===== src/rtl/filtro_botoes_jogadores.sv =====
// Debounced player-button filter: synchronises, debounces and encodes one clean press
// into a 3-bit player code, then locks out new choices until every button is released.
module filtro_botoes_jogadores #(
    parameter int ESTAVEL_MS = 4,
    parameter int CNT_W      = 3
) (
    input  logic       clock_i,
    input  logic       reset_i,
    input  logic       tick_1k_i,
    input  logic [5:0] botoes_i,
    input  logic       habilita_i,
    input  logic       limpa_i,
    output logic [2:0] jogador_escolhido_o,
    output logic       escolha_valida_o,
    output logic       conflito_o,
    output logic [1:0] db_estado_o
);

    // state     | meaning
    // OCIOSO    | waiting for a press (only while habilita)
    // FILTRANDO | press seen, counting stable ticks of the same pattern
    // SOLTAR    | choice made or cleared, waiting for a stable all-released
    // INVALIDO  | unreachable, recovers to OCIOSO
    typedef enum logic [1:0] {
        OCIOSO    = 2'd0,
        FILTRANDO = 2'd1,
        SOLTAR    = 2'd2,
        INVALIDO  = 2'd3
    } estado_t;

    localparam logic [CNT_W-1:0] CNT_MAX = CNT_W'(ESTAVEL_MS - 1);

    estado_t          estado_q, estado_d;
    logic [5:0]       sync1_q, s_q;
    logic [5:0]       amostra_q, amostra_d;
    logic [CNT_W-1:0] cnt_q, cnt_d;
    logic [2:0]       jogador_q, jogador_d;
    logic             valida_q, valida_d;
    logic             conflito_q, conflito_d;

    logic             s_zero, s_igual, cnt_fim, unico;
    logic [2:0]       indice;

    always_ff @(posedge clock_i or posedge reset_i) begin
        if (reset_i) begin
            sync1_q <= 6'd0;
            s_q     <= 6'd0;
        end else begin
            sync1_q <= botoes_i;
            s_q     <= sync1_q;
        end
    end

    always_ff @(posedge clock_i or posedge reset_i) begin
        if (reset_i) begin
            estado_q   <= OCIOSO;
            amostra_q  <= 6'd0;
            cnt_q      <= '0;
            jogador_q  <= 3'd7;
            valida_q   <= 1'b0;
            conflito_q <= 1'b0;
        end else begin
            estado_q   <= estado_d;
            amostra_q  <= amostra_d;
            cnt_q      <= cnt_d;
            jogador_q  <= jogador_d;
            valida_q   <= valida_d;
            conflito_q <= conflito_d;
        end
    end

    assign s_zero  = (s_q == 6'd0);
    assign s_igual = (s_q == amostra_q);
    assign cnt_fim = (cnt_q == CNT_MAX);
    // exactly one bit set: non-zero and clearing the lowest set bit leaves nothing
    assign unico   = (amostra_q != 6'd0) && ((amostra_q & (amostra_q - 6'd1)) == 6'd0);

    always_comb begin
        indice = 3'd7;
        for (int i = 0; i < 6; i++) begin
            if (amostra_q[i]) indice = 3'(i);
        end
    end

    always_comb begin
        estado_d   = estado_q;
        amostra_d  = amostra_q;
        cnt_d      = cnt_q;
        jogador_d  = jogador_q;
        valida_d   = 1'b0;
        conflito_d = 1'b0;

        if (limpa_i) begin
            jogador_d = 3'd7;
            cnt_d     = '0;
            estado_d  = SOLTAR;
        end else begin
            case (estado_q)
                OCIOSO: begin
                    if (habilita_i && !s_zero) begin
                        estado_d  = FILTRANDO;
                        amostra_d = s_q;
                        cnt_d     = '0;
                    end
                end
                FILTRANDO: begin
                    if (!habilita_i) begin
                        estado_d = SOLTAR;
                        cnt_d    = '0;
                    end else if (tick_1k_i) begin
                        if (s_zero) begin
                            estado_d = OCIOSO;
                            cnt_d    = '0;
                        end else if (!s_igual) begin
                            amostra_d = s_q;
                            cnt_d     = '0;
                        end else if (cnt_fim) begin
                            if (unico) begin
                                jogador_d = indice;
                                valida_d  = 1'b1;
                            end else begin
                                conflito_d = 1'b1;
                            end
                            estado_d = SOLTAR;
                            cnt_d    = '0;
                        end else begin
                            cnt_d = cnt_q + 1'b1;
                        end
                    end
                end
                SOLTAR: begin
                    if (tick_1k_i) begin
                        if (!s_zero) begin
                            cnt_d = '0;
                        end else if (cnt_fim) begin
                            estado_d = OCIOSO;
                            cnt_d    = '0;
                        end else begin
                            cnt_d = cnt_q + 1'b1;
                        end
                    end
                end
                default: begin
                    estado_d = OCIOSO;
                    cnt_d    = '0;
                end
            endcase
        end
    end

    assign jogador_escolhido_o = jogador_q;
    assign escolha_valida_o    = valida_q;
    assign conflito_o          = conflito_q;
    assign db_estado_o         = estado_q;

endmodule

===== config.mk =====
export PLATFORM = sky130hd
export DESIGN_NAME = filtro_botoes_jogadores
export DESIGN_NICKNAME = d
export VERILOG_FILES = /design/src/rtl/filtro_botoes_jogadores.sv
export SDC_FILE = /design/constraint.sdc
export NUM_CORES = 1
export LEC_CHECK = 0
export CORE_AREA = 2 2 52 79
export DETAILED_ROUTE_END_ITERATION = 8
export DIE_AREA = 0 0 54 81
export SLEW_MARGIN = 20
export SYNTH_ARGS = -nofsm -noshare
export SYNTH_HDL_FRONTEND = slang
export SYNTH_SLANG_ARGS = --single-unit

===== constraint.sdc =====
create_clock -name clock_i -period 2.45 [get_ports clock_i]
set_input_delay 0.6125 -clock clock_i [delete_from_list [all_inputs] [get_ports clock_i]]
set_output_delay 0.6125 -clock clock_i [all_outputs]
set_load 0.05 [all_outputs]

==> run metrics, run 1 <==
WS Path Type reg -> out; max incr delay on CP roughly 0.80 ns; share of power burned in registers roughly half; # rows 28; Initial Util a little under two fifths; Clock Latency Late Sink 0.27 ns; I/O Pins 18; max cap viols 0; hold depth 0; GRT met1 Usage roughly 15%; largest area contributor in the netlist dfrtp_1; Cell Count, Final, Fillers Out just under 200; required time worst endpoint 1.84 ns; P_sw 0.270 mW; share of cells above drive strength 1 17.9%; antenna diode count 0; hold crit path type reg -> reg; setup bufs post-CTS 0; share of the synthesized area in the top cell type 43.8%; met2 Use GR 27.2%; worst rel slew slack 62.3%; Area growth syn-to-layout 21.3%; Root Driver clkbuf_8; initial antenna violation count 0; Design Area, Final between 1500 and 2000 sq um; Die H 81 um; first-pass GRT wire length 4600 um; GR Util met3 1.84%; EDFF count, synth 0; Worst R2R Path Depth 5; Iter 0 DRT Violations 7; Post-Synth XOR/XNOR Area 5.43%; Syn Inst Count 130; largest net degree at the start of global routing 29; via count roughly 1000; busiest grt layer met2; ys async rst share 100%; Comb pwr share between 10% and 20%; RSZ-0062 raised after global routing no; number of port buffers 17; CTS clk-pin slew, worst paths approximately 0.09 ns; area share of fa/ha/maj cells after synthesis 4.38%; Pwr per Cell Area 612 nW/um^2; largest family of logic cells by synthesized area simple AND/OR/NAND/NOR gates; ys flop type dfrtp_1; final hold violations 0; Max stage delay cell, worst path clkdlybuf4s50_1; most common cell in the netlist dfrtp_1; net count reported at finish 168; Hold Slack 0.359 ns; vias in the first global route 1079; syn nets 146; measured slew at the worst slew-check pin 0.564 ns; Worst IR Drop VDD 0.372 mV; endpoints failing setup 0; GRT Total Usage between 10% and 20%; Sink Count 28; vias per cell 5.26; startpoint types flip-flop; hold buffer count at CTS 0; Simple-Gate Fraction of Synth Area around a fifth; CTS resizes 0; Crit path depth 1; CTS tree built; top post-synthesis cells by count 25 x dfrtp_1, 12 x nor2_1, 7 x a21oi_1, 7 x mux2_2, 7 x nand2_1; sequential fraction of the synthesis area 49.3%; Tot Pwr around 1.1 mW; #FFs+latches synth 28; crit-path cells clkdlybuf4s50_1; RD Place Congestion 0.736; grt ovf 0; Placed Cells between 150 and 200; final WL between 2000 and 3000 um; setup ws final 0.229 ns; Static Leak between 0.7 and 0.8 nW; pre-CTS setup slack -0.0283 ns; Synth cell types 44; crit end category output pin; multiplexer area fraction after synthesis 6.92%; CP Data Arrival Time 1.61 ns; outcome finished, final reports clean; DP HPWL 2060 um; Routed Antenna Nets 0; Synth Warn # 0; Slew Limit Fails 0; Switching Share between 20 and 30%; Die Area around 4400 sq um; Pint between 0.7 and 0.8 mW; first drt pass iteration count 4; Placed Area 1660 sq um; WL/cell 13.7 um; CTS buffer count 3; CORE AREA 3780 sq um; period utilization approximately nine tenths; critical-path maximum fanout 2; Max clock buf depth 2; clock share of power 33.9%; min cycle time layout 2.22 ns; Layout Skew 0.00204 ns; Avg Cell Area, Syn around 11 sq um; Synth area leaders dfrtp_1 44%, dfstp_2 5.5%, mux2_2 5.5%; H-tree depth 1; complex-gate fraction of the synthesized area a little over a tenth; # DRC 0; synthesized cell area 1430 sq um; Die Wd about 54 um; cell family with most CP delay buffers and inverters; fmax roughly 450 MHz; Buf+Inv Stages, Crit Path 1
[stage by stage]
| stage | utilization (%) | TNS, ns |
|---|---|---|
| after floorplan | - | 0 |
| after global placement | 43.9 | -0.0137 |
| after detailed placement | 43.9 | -0.0283 |
| after CTS | 45.8 | 0 |
| after global routing | 45.8 | 0 |
| final | 45.8 | 0 |
[worst paths after layout]
| kind | end | from | slack (ns) |
|---|---|---|---|
| max | jogador_escolhido_o[2] | jogador_escolhido_o[2] | 0.23 |
| min | s_q[5] | sync1_q[5] | 0.36 |
| max reg2reg | jogador_escolhido_o[1] | amostra_q[2] | 0.34 |
| min reg2reg | s_q[5] | sync1_q[5] | 0.36 |
| max in group asynchronous | jogador_escolhido_o[1] | reset_i | 1.45 |
| min in group asynchronous | cnt_q[2] | reset_i | 0.69 |
[flip-flops by register name, indices dropped and copies added (netlist names)]
register             count
conflito_o               1
jogador_escolhido_o      3
sync1_q                  6
escolha_valida_o         1
amostra_q                6
s_q                      6
db_estado_o              2
cnt_q                    3
[area by class of cell]
cell class / count / area (sq um)
inverter: 5 / 18.8
clock inverter: 1 / 30.0
fill: 359 / 2050
timing repair buffer: 22 / 208
multi-input combinational: 92 / 674
tap: 45 / 56.3
clock buffer: 3 / 41.3
sequential: 28 / 704
[power groups by stage]
stage	sequential (mW)	combinational (mW)	clock, mW
finish	0.526	0.175	0.360
CTS	0.526	0.175	0.369
global route	0.531	0.197	0.387
detailed placement	0.535	0.174	0
floorplan	0.509	0.156	0
global placement	0.532	0.166	0
[layer usage]
metal  up-vias  routed length (um)
met5         -                   0
met4         0                  25
met3         2                  70
met2        20                1550
met1       510                1050
li1        498                   -
[cell families (layout without fill, tap and decap cells)]
| kind of cell | after synthesis | in the layout |
|---|---|---|
| simple gates | 48 | 48 |
| xor+xnor | 8 | 8 |
| flops | 28 | 28 |
| mux | 9 | 9 |
| fa+ha+maj | 5 | 5 |
| compound gates | 22 | 22 |
| buf+inv | 10 | 31 |
[cell usage in the layout, fill, tap and decap left out, drive strengths merged, types with 2 or more instances in the layout]
cell,netlist,routed
mux2i,2,2
xor2,7,7
ha,5,5
clkbuf,3,3
clkdlybuf4s50,0,17
nor4,2,2
a21oi,7,7
nor3,4,4
inv,5,5
dfrtp,25,25
or4b,2,2
nand2b,4,4
nand3,4,4
nor2b,6,6
o21ai,4,4
buf,2,5
nand2,8,8
nor2,12,12
dfstp,3,3
mux2,7,7
or4,2,2
Note: power is estimated with default switching activity, not from simulation.
==> run 2: changes to the inputs <==
--- a/config.mk
+++ b/config.mk
@@ -5,7 +5,9 @@
 export SDC_FILE = /design/constraint.sdc
 export NUM_CORES = 1
 export LEC_CHECK = 0
+export CAP_MARGIN = 5
 export CORE_AREA = 2 2 52 79
+export CTS_BUF_LIST = sky130_fd_sc_hd__clkbuf_4 sky130_fd_sc_hd__clkbuf_8
 export DETAILED_ROUTE_END_ITERATION = 8
 export DIE_AREA = 0 0 54 81
 export SLEW_MARGIN = 20
==> results of run 2 <==
Same layout as run 1: the final DEF is identical, and so are final timing and power.
